<file path="config.mk">
export PLATFORM = sky130hd
export DESIGN_NAME = multi_seq_flat
export DESIGN_NICKNAME = d
export VERILOG_FILES = /design/src/rtl/multi_seq_if.sv /design/src/rtl/multi_seq.sv /design/src/flat_wrapper.sv
export SDC_FILE = /design/constraint.sdc
export NUM_CORES = 1
export LEC_CHECK = 0
export ABC_CLOCK_PERIOD_IN_PS = 2400
export CAP_MARGIN = 20
export CORE_ASPECT_RATIO = 2
export CORE_MARGIN = 4
export CORE_UTILIZATION = 43
export DETAILED_ROUTE_END_ITERATION = 10
export MAX_ROUTING_LAYER = met4
export PLACE_DENSITY = 0.78
export REMOVE_ABC_BUFFERS = 1
export SYNTH_ARGS = -nofsm -noshare
export SYNTH_HDL_FRONTEND = slang
export SYNTH_SLANG_ARGS = --single-unit
</file>
<file path="constraint.sdc">
create_clock -name clk -period 2.4 [get_ports clk]
set_input_delay 0.6 -clock clk [delete_from_list [all_inputs] [get_ports clk]]
set_output_delay 0.6 -clock clk [all_outputs]
set_load 0.1 [all_outputs]
</file>
<file path="src/rtl/multi_seq_if.sv">
// multi_seq_if: start/busy/done handshake and operand/product bus for multi_seq.
//   master: drives start, a, b; observes busy, done, S
//   slave : the multiplier; observes start, a, b; drives busy, done, S
interface multi_seq_if #(
    parameter int WIDTH = 8
);
    logic                 start;
    logic [WIDTH-1:0]     a;
    logic [WIDTH-1:0]     b;
    logic                 busy;
    logic                 done;
    logic [2*WIDTH-1:0]   S;

    modport master (output start, a, b, input busy, done, S);
    modport slave  (input start, a, b, output busy, done, S);
endinterface

</file>
<file path="src/rtl/multi_seq.sv">
// multi_seq: sequential shift-add multiplier, WIDTH x WIDTH -> 2*WIDTH.
// One LSB-first iteration per clock; the product lands in S on the edge that
// enters DONE, which pulses done for one cycle. S holds between operations.
// Ports:
//   clk  - rising-edge clock
//   rst  - synchronous active-high reset
//   bus  - multi_seq_if.slave (start, a, b in; busy, done, S out)
// Build option: define MULT_SIGNED_EN for two's-complement operands and product;
// otherwise the block is purely unsigned.
//
// state | meaning
// ------+------------------------------------------------------------
// IDLE  | waiting for start; S holds the last product
// RUN   | WIDTH shift-add steps, busy=1, start ignored
// DONE  | one cycle, done=1, S valid; start here issues back-to-back
module multi_seq #(
    parameter int WIDTH = 8
) (
    input  logic         clk,
    input  logic         rst,
    multi_seq_if.slave   bus
);
    localparam int CW = $clog2(WIDTH);
    localparam logic [CW-1:0] LAST_STEP = CW'(WIDTH - 1);

    typedef enum logic [1:0] {
        IDLE = 2'd0,
        RUN  = 2'd1,
        DONE = 2'd2
    } state_e;

    state_e               state_q, state_d;
    logic [CW-1:0]        cnt_q, cnt_d;
    logic [WIDTH-1:0]     mcand_q, mcand_d;
    logic [WIDTH-1:0]     mplier_q, mplier_d;
    logic [2*WIDTH-1:0]   acc_q, acc_d;
    logic [2*WIDTH-1:0]   s_q, s_d;
`ifdef MULT_SIGNED_EN
    logic                 neg_q, neg_d;
`endif

    logic [WIDTH:0]       addend;
    logic [WIDTH:0]       sum;
    logic [2*WIDTH-1:0]   acc_step;
    logic [2*WIDTH-1:0]   result;
    logic                 accept;

`ifdef MULT_SIGNED_EN
    // Magnitude of a two's-complement value; the most negative input maps to
    // 2^(WIDTH-1), which is still representable unsigned.
    function automatic logic [WIDTH-1:0] magnitude(input logic [WIDTH-1:0] v);
        return v[WIDTH-1] ? WIDTH'(~v + WIDTH'(1)) : v;
    endfunction
`endif

    always_comb begin
        state_d  = state_q;
        cnt_d    = cnt_q;
        mcand_d  = mcand_q;
        mplier_d = mplier_q;
        acc_d    = acc_q;
        s_d      = s_q;
`ifdef MULT_SIGNED_EN
        neg_d    = neg_q;
`endif

        // Carry out of the upper-half add is kept and shifted back in.
        addend   = mplier_q[0] ? {1'b0, mcand_q} : '0;
        sum      = {1'b0, acc_q[2*WIDTH-1:WIDTH]} + addend;
        acc_step = (2*WIDTH)'({sum, acc_q[WIDTH-1:0]} >> 1);

`ifdef MULT_SIGNED_EN
        result   = neg_q ? (2*WIDTH)'(~acc_step + (2*WIDTH)'(1)) : acc_step;
`else
        result   = acc_step;
`endif

        accept   = bus.start && (state_q != RUN);

        case (state_q)
            IDLE: begin
            end
            RUN: begin
                acc_d    = acc_step;
                mplier_d = mplier_q >> 1;
                cnt_d    = cnt_q + CW'(1);
                if (cnt_q == LAST_STEP) begin
                    state_d = DONE;
                    s_d     = result;
                end
            end
            DONE: begin
                state_d = IDLE;
            end
            default: begin
                state_d = IDLE;
            end
        endcase

        if (accept) begin
            state_d = RUN;
            cnt_d   = '0;
            acc_d   = '0;
`ifdef MULT_SIGNED_EN
            mcand_d  = magnitude(bus.a);
            mplier_d = magnitude(bus.b);
            neg_d    = bus.a[WIDTH-1] ^ bus.b[WIDTH-1];
`else
            mcand_d  = bus.a;
            mplier_d = bus.b;
`endif
        end
    end

    always_ff @(posedge clk) begin
        if (rst) begin
            state_q  <= IDLE;
            cnt_q    <= '0;
            mcand_q  <= '0;
            mplier_q <= '0;
            acc_q    <= '0;
            s_q      <= '0;
`ifdef MULT_SIGNED_EN
            neg_q    <= 1'b0;
`endif
        end else begin
            state_q  <= state_d;
            cnt_q    <= cnt_d;
            mcand_q  <= mcand_d;
            mplier_q <= mplier_d;
            acc_q    <= acc_d;
            s_q      <= s_d;
`ifdef MULT_SIGNED_EN
            neg_q    <= neg_d;
`endif
        end
    end

    assign bus.busy = (state_q == RUN);
    assign bus.done = (state_q == DONE);
    assign bus.S    = s_q;

endmodule
</file>
<file path="src/flat_wrapper.sv">
// flat-port wrapper written by rule: the top's interface ports become plain ports
module multi_seq_flat 
#(
    parameter int WIDTH = 8
)
  (clk, rst, bus_start, bus_a, bus_b, bus_busy, bus_done, bus_S);
  multi_seq_if #(.WIDTH(WIDTH)) bus_i ();
  input  logic clk;
  input  logic rst;
  input wire logic [$bits(bus_i.start)-1:0] bus_start;
  input wire logic [$bits(bus_i.a)-1:0] bus_a;
  input wire logic [$bits(bus_i.b)-1:0] bus_b;
  output wire logic [$bits(bus_i.busy)-1:0] bus_busy;
  output wire logic [$bits(bus_i.done)-1:0] bus_done;
  output wire logic [$bits(bus_i.S)-1:0] bus_S;
  assign bus_i.start = bus_start;
  assign bus_i.a = bus_a;
  assign bus_i.b = bus_b;
  assign bus_busy = bus_i.busy;
  assign bus_done = bus_i.done;
  assign bus_S = bus_i.S;
  multi_seq #(.WIDTH(WIDTH)) u_core (.clk(clk), .rst(rst), .bus(bus_i));
endmodule
</file>
==> results of run 1 <==
per-layer routing:
layer | vias up | track usage
met2 | 28 | 0.292
met3 | 8 | 0.0210
met4 | 0 | 0.0681
met5 | - | -
li1 | 944 | -
met1 | 877 | 0.149
metrics by stage:
step           utilization  setup TNS (ns)
2_1_floorplan            -           -1.88
3_3_place_gp         0.516               0
3_5_place_dp         0.516               0
4_1_cts              0.533               0
5_1_grt              0.534               0
6_report             0.534               0
synth_stat cells, types with 7 or more instances:
cell,n
dfxtp_1,52
nand3_1,11
ha_1,10
buf_2,9
nor2_1,13
and2_1,8
a22o_1,13
a21oi_1,28
nand2_1,38
a211oi_1,9
mux2i_1,8
o21ai_0,7
flip-flops by register name, indices dropped and copies added (netlist names):
signal	cells
u_core.acc_q	15
u_core.bus.S	16
u_core.cnt_q	3
u_core.mcand_q	8
u_core.mplier_q	8
u_core.state_q	2
power groups by stage:
stage	Combinational [W]	Sequential, W	Clock, W
after floorplan	0.0000895	0.000917	0
after global placement	0.000164	0.000920	0
after detailed placement	0.000167	0.000921	0
after CTS	0.000167	0.000902	0.000524
after global routing	0.000184	0.000905	0.000546
final	0.000165	0.000901	0.000508
kinds of logic after synthesis:
family	Yosys count	synth area share
and+or+nand+nor	84	0.173
AOI/OAI and AO/OA	71	0.210
DFF	52	0.457
buffers and inverters	17	0.0379
adders and majority gates	11	0.0637
muxes	8	0.0352
xor gates and xnor gates	6	0.0231
layout make-up:
cell class / instances / share of cell area
clock buffer: 5 / 0.0251
clock inverter: 3 / 0.00774
inverter: 2 / 0.00273
multi-input combinational: 180 / 0.421
sequential: 52 / 0.379
tap: 58 / 0.0264
timing repair buffer: 43 / 0.138
worst min-delay path, stage by stage, from the launching register on:
cell and delay (ns):
dfxtp_1 0.32, nand2_1 0.05, a21oi_1 0.05
worst min-delay path by stage:
stage / from / end / slack (ns) / depth (start not counted)
floorplan: u_core.mcand_q[0]$_SDFFE_PP0P_ / u_core.mcand_q[0]$_SDFFE_PP0P_ / 0.43 / 2
global placement: u_core.mcand_q[5]$_SDFFE_PP0P_ / u_core.mcand_q[5]$_SDFFE_PP0P_ / 0.44 / 2
detailed placement: u_core.mcand_q[3]$_SDFFE_PP0P_ / u_core.mcand_q[3]$_SDFFE_PP0P_ / 0.45 / 2
CTS: u_core.mcand_q[3]$_SDFFE_PP0P_ / u_core.mcand_q[3]$_SDFFE_PP0P_ / 0.46 / 2
global route: u_core.mcand_q[4]$_SDFFE_PP0P_ / u_core.mcand_q[4]$_SDFFE_PP0P_ / 0.48 / 2
finish: u_core.mcand_q[3]$_SDFFE_PP0P_ / u_core.mcand_q[3]$_SDFFE_PP0P_ / 0.46 / 2
what timing repair did:
| item | in CTS | in global routing |
|---|---|---|
| endpoints found under the setup margin | 0 | 4 |
| hold buffers | 0 | 0 |
| gates resized for setup | 0 | 2 |
| hold endpoints to repair | 0 | 0 |
==> run metrics, run 1 <==
CP top delay family compound AO/OA/AOI/OAI gates; nets 314; CP Max Fanout 9; Max stage delay on crit path 0.44 ns; Setup crit end u_core.acc_q[13]$_SDFFE_PP0P_; post-synth cell types 41; starting density of the core 0.443; Sink Count 52; min cycle time layout 2.22 ns; CP max-delay cell fa_1; DR pass1 iterations 4; Slew @ Worst Pin 0.487 ns; Critical path buffers and inverters 0; Data arrival, critical path 2.44 ns; Worst Hold Slack 0.457 ns; # DRC 0; Routed Antenna Nets 0; cells after synthesis 249; CORE AREA 5140 µm²; P_int 0.00117 W; post-CTS setup buffers 0; Power Total 0.00157 W; Die H 111 µm; CTS buffer count 5; Root Buffer clkbuf_8; Seq cells post-synth 52; Seq/Total Area, Yosys 0.457; initial antenna violation count 0; final global-route overflow total 0; share of cells above drive strength 1 0.144; Critical Path Sink Type flip-flop; Combinational Power Share 0.105; post-placement cell count 335; DR WL met3 170 µm; Sequential Power Share 0.572; CP startpoint u_core.mplier_q[0]$_SDFFE_PP0P_; Die X 59.5 µm; worst reg2reg path depth 8; first-pass GRT wire length 8010 µm; Detailed Place HPWL 3410 µm; Critical Path RT 2.61 ns; Reg clk slew, reported paths 0.10 ns; Hold Violations, Final 0; Power Density 573 nW/µm²; wire length on met2 2520 µm; top area cells in the synthesized netlist dfxtp_1, nand2_1, a21oi_1, ha_1, a22o_1; P_leak 1.13 nW; async set or reset register ratio after synthesis 0; commonest cells after routing, fill and taps aside dfxtp_1, nand2_1, a21oi_1; # fillers 492; fin worst setup slack 0.175 ns; Slew Viols, Final 0; crit-path cells and2_1 > ha_1 > fa_1 > a211oi_2 > o21bai_1 > a211oi_1 > a21oi_1 > a31o_1; Worst-Skew Late Latency 0.31 ns; largest net degree at the start of global routing 44; GR Util All Layers 0.157; H-tree levels 2; final setup vio count 0; ant diodes 0; Crit Reg-Reg Endpoint u_core.acc_q[13]$_SDFFE_PP0P_; Routability Congestion 0.880; ys flop type dfxtp_1; R2R Setup Slk 0.18 ns; WL final 4530 µm; YS warnings 0; peak supply drop 422 µV; routed len/inst 13.2 µm; clk_skew 0.00964 ns; Post-synth EDFFs 0; Crit Path Class reg -> reg; cell taking the most area after synthesis dfxtp_1; Rows 37; vias in the first global route 1,863; top sig layer met4; r2r startpoint u_core.mplier_q[0]$_SDFFE_PP0P_; Met1 Routed Length 1740 µm; post-route cell area 2750 µm²; Placed Instance Area 2650 µm²; CTS tree built; NetSw 0.000409 W; drt via density 5.41; Max-Cap Viols 0; final period utilization 0.927; # IOs 37; Sw Share 0.259; Slew headroom 0.675; mapped cell area 2280 µm²; total number of vias 1,857; CP Launch Type flip-flop; Fmax achieved 0.450 GHz; outcome finished clean; Yosys top cell area share 0.457; Die ar. 6590 µm²; Starting DRT DRC Count 34; multi-input logic area 1150 µm²; commonest non-fill, non-tap cell in the layout dfxtp_1; # port buffers 36; Avg Inst Size Synth 9.15 µm²; worst hold path type reg -> reg; WP depth 8; Max clock buf depth 2; Clock power frac 0.323; sequential cell area 1040 µm²; Setup WS pre-CTS 0.0844 ns; RSZ-0062 raised after global routing no; Final Instance Count excl. Fillers 343; Layout Area Growth over Synthesis 20.6%
Power figures use the tool's default switching activity.
==> inputs of run 2 (changes only) <==
- CORE_MARGIN: 4 -> not set
- MAX_ROUTING_LAYER: met4 -> not set
==> run 2 against run 1 <==
Clock skew grew 0.0016 ns. Sequential cell count unchanged. Non-clock buffer count up 2. Count of clock-buffer cells in the layout unchanged. Via count increased by 0.16%. Sequential power about the same. Clock power is 18% higher. First-iteration DRC count shrank 41%. Register-to-register slack barely moved. Critical path depth stayed put.
==> run metrics, run 2 (same netlist as run 1, synthesis figures left out) <==
outcome finished clean; Critical path buffers and inverters 0; NetSw 0.000393 W; Sink Count 52; CTS tree built; post-route cell area 2790 µm²; Routed Antenna Nets 0; Starting DRT DRC Count 20; Critical Path Sink Type flip-flop; Power Density 599 nW/µm²; CP Launch Type flip-flop; Die H 105 µm; commonest cells after routing, fill and taps aside dfxtp_1, nand2_1, a21oi_1; first-pass GRT wire length 7340 µm; Slew Viols, Final 0; CTS buffer count 5; fin util 0.542; Crit Path Class reg -> reg; WL final 4420 µm; Power Total 0.00167 W; ant diodes 0; Rows 37; Sw Share 0.235; # fillers 481; Setup WS pre-CTS 0.143 ns; final global-route overflow total 0; final setup vio count 0; # port buffers 36; CP Max Fanout 5; CP max-delay cell fa_1; Slew headroom 0.681; Placed Instance Area 2670 µm²; clk_skew 0.0113 ns; Worst-Skew Late Latency 0.31 ns; Detailed Place HPWL 3350 µm; drt via density 5.39; RSZ-0062 raised after global routing no; # DRC 0; GR Util All Layers 0.172; post_cts resized 0; crit-path cells and2_1 > ha_1 > fa_1 > a211oi_2 > o21bai_1 > a211oi_1 > a21oi_1 > a31o_1; largest net degree at the start of global routing 44; Hold Violations, Final 0; initial antenna violation count 0; Slew @ Worst Pin 0.477 ns; Critical Path RT 2.60 ns; CORE AREA 5140 µm²; Die ar. 5610 µm²; Fmax achieved 0.449 GHz; P_int 0.00128 W; share of cells above drive strength 1 0.150; DR pass1 iterations 4; hold path endpoint u_core.mcand_q[0]$_SDFFE_PP0P_; Max clock buf depth 2; multi-input logic area 1150 µm²; total number of vias 1,860; Sequential Power Share 0.539; R2R Setup Slk 0.17 ns; worst hold path type reg -> reg; Hold-fix buffers, CTS 0; hold_sp u_core.mcand_q[0]$_SDFFE_PP0P_; routed len/inst 12.8 µm; CP top delay family compound AO/OA/AOI/OAI gates; Crit Reg-Reg Endpoint u_core.acc_q[13]$_SDFFE_PP0P_; r2r startpoint u_core.mplier_q[0]$_SDFFE_PP0P_; Hold Path Depth 2; final period utilization 0.928; Layout Area Growth over Synthesis 22.4%; Combinational Power Share 0.101; # IOs 37; nets 316; starting density of the core 0.443; commonest non-fill, non-tap cell in the layout dfxtp_1; Reg clk slew, reported paths 0.09 ns; sequential cell area 1040 µm²; min cycle time layout 2.23 ns; Data arrival, critical path 2.42 ns; Die X 53.5 µm; P_leak 1.15 nW; Routability Congestion 0.805; worst reg2reg path depth 8; vias in the first global route 1,746; Max stage delay on crit path 0.44 ns; Clock power frac 0.360; fin worst setup slack 0.174 ns; Root Buffer clkbuf_8; post-CTS setup buffers 0; H-tree levels 2; Worst Hold Slack 0.453 ns; max reg flops 16; Max-Cap Viols 0; peak supply drop 575 µV
-- run 2: cell types whose count changed in the layout (fill, tap and decap cells not counted), sizes merged --
cell | before | now
buf | 25 | 27
bufinv | 0 | 1
clkinv | 1 | 0
-- run 2: area by class of cell --
class | instances | area share
Clock inverter | 3 | 0.0166
Inverter | 2 | 0.00269
Tap cell | 58 | 0.0260
Timing Repair Buffer | 45 | 0.142
Sequential cell | 52 | 0.374
Multi-Input combinational cell | 180 | 0.414
Clock buffer | 5 | 0.0247
-- run 2: routing by layer --
layer  part of all wire  global-route usage
met1               0.39               0.171
met2               0.56               0.323
met3              0.031              0.0277
met4              0.023              0.0733
met5                  0                   0
-- run 2: tightest hold or removal path: stages (launching register included) --
cell	delay, ns
dfxtp_1	0.31
nand2_1	0.05
a21oi_1	0.05
-- run 2: worst max-delay path by stage --
stage | start | to | slack (ns) | cells past startpoint
finish | u_core.mplier_q[0]$_SDFFE_PP0P_ | u_core.acc_q[13]$_SDFFE_PP0P_ | 0.17 | 8
global route | u_core.mplier_q[0]$_SDFFE_PP0P_ | u_core.acc_q[13]$_SDFFE_PP0P_ | 0.03 | 8
CTS | u_core.mplier_q[0]$_SDFFE_PP0P_ | u_core.acc_q[13]$_SDFFE_PP0P_ | 0.13 | 8
detailed placement | u_core.mplier_q[0]$_SDFFE_PP0P_ | u_core.acc_q[13]$_SDFFE_PP0P_ | 0.14 | 8
global placement | u_core.mplier_q[0]$_SDFFE_PP0P_ | u_core.acc_q[13]$_SDFFE_PP0P_ | 0.21 | 8
floorplan | u_core.state_q[1]$_SDFFE_PP0P_ | u_core.bus.S[12]$_SDFFE_PP0P_ | -0.12 | 6
-- run 2: stage by stage --
| step | cells | setup TNS (ns) |
|---|---|---|
| 6_report | 345 | 0 |
| 4_1_cts | 345 | 0 |
| 2_1_floorplan | 234 | -1.88 |
| 5_1_grt | 345 | 0 |
| 3_5_place_dp | 337 | 0 |
| 3_3_place_gp | 337 | 0 |
-- run 2: power by group through the flow --
stage	clock, W	sequential, W	combinational, W
6_report	0.000600	0.000900	0.000169
5_1_grt	0.000649	0.000903	0.000185
4_1_cts	0.000614	0.000900	0.000171
3_5_place_dp	0	0.000921	0.000170
3_3_place_gp	0	0.000919	0.000168
2_1_floorplan	0	0.000917	0.0000895
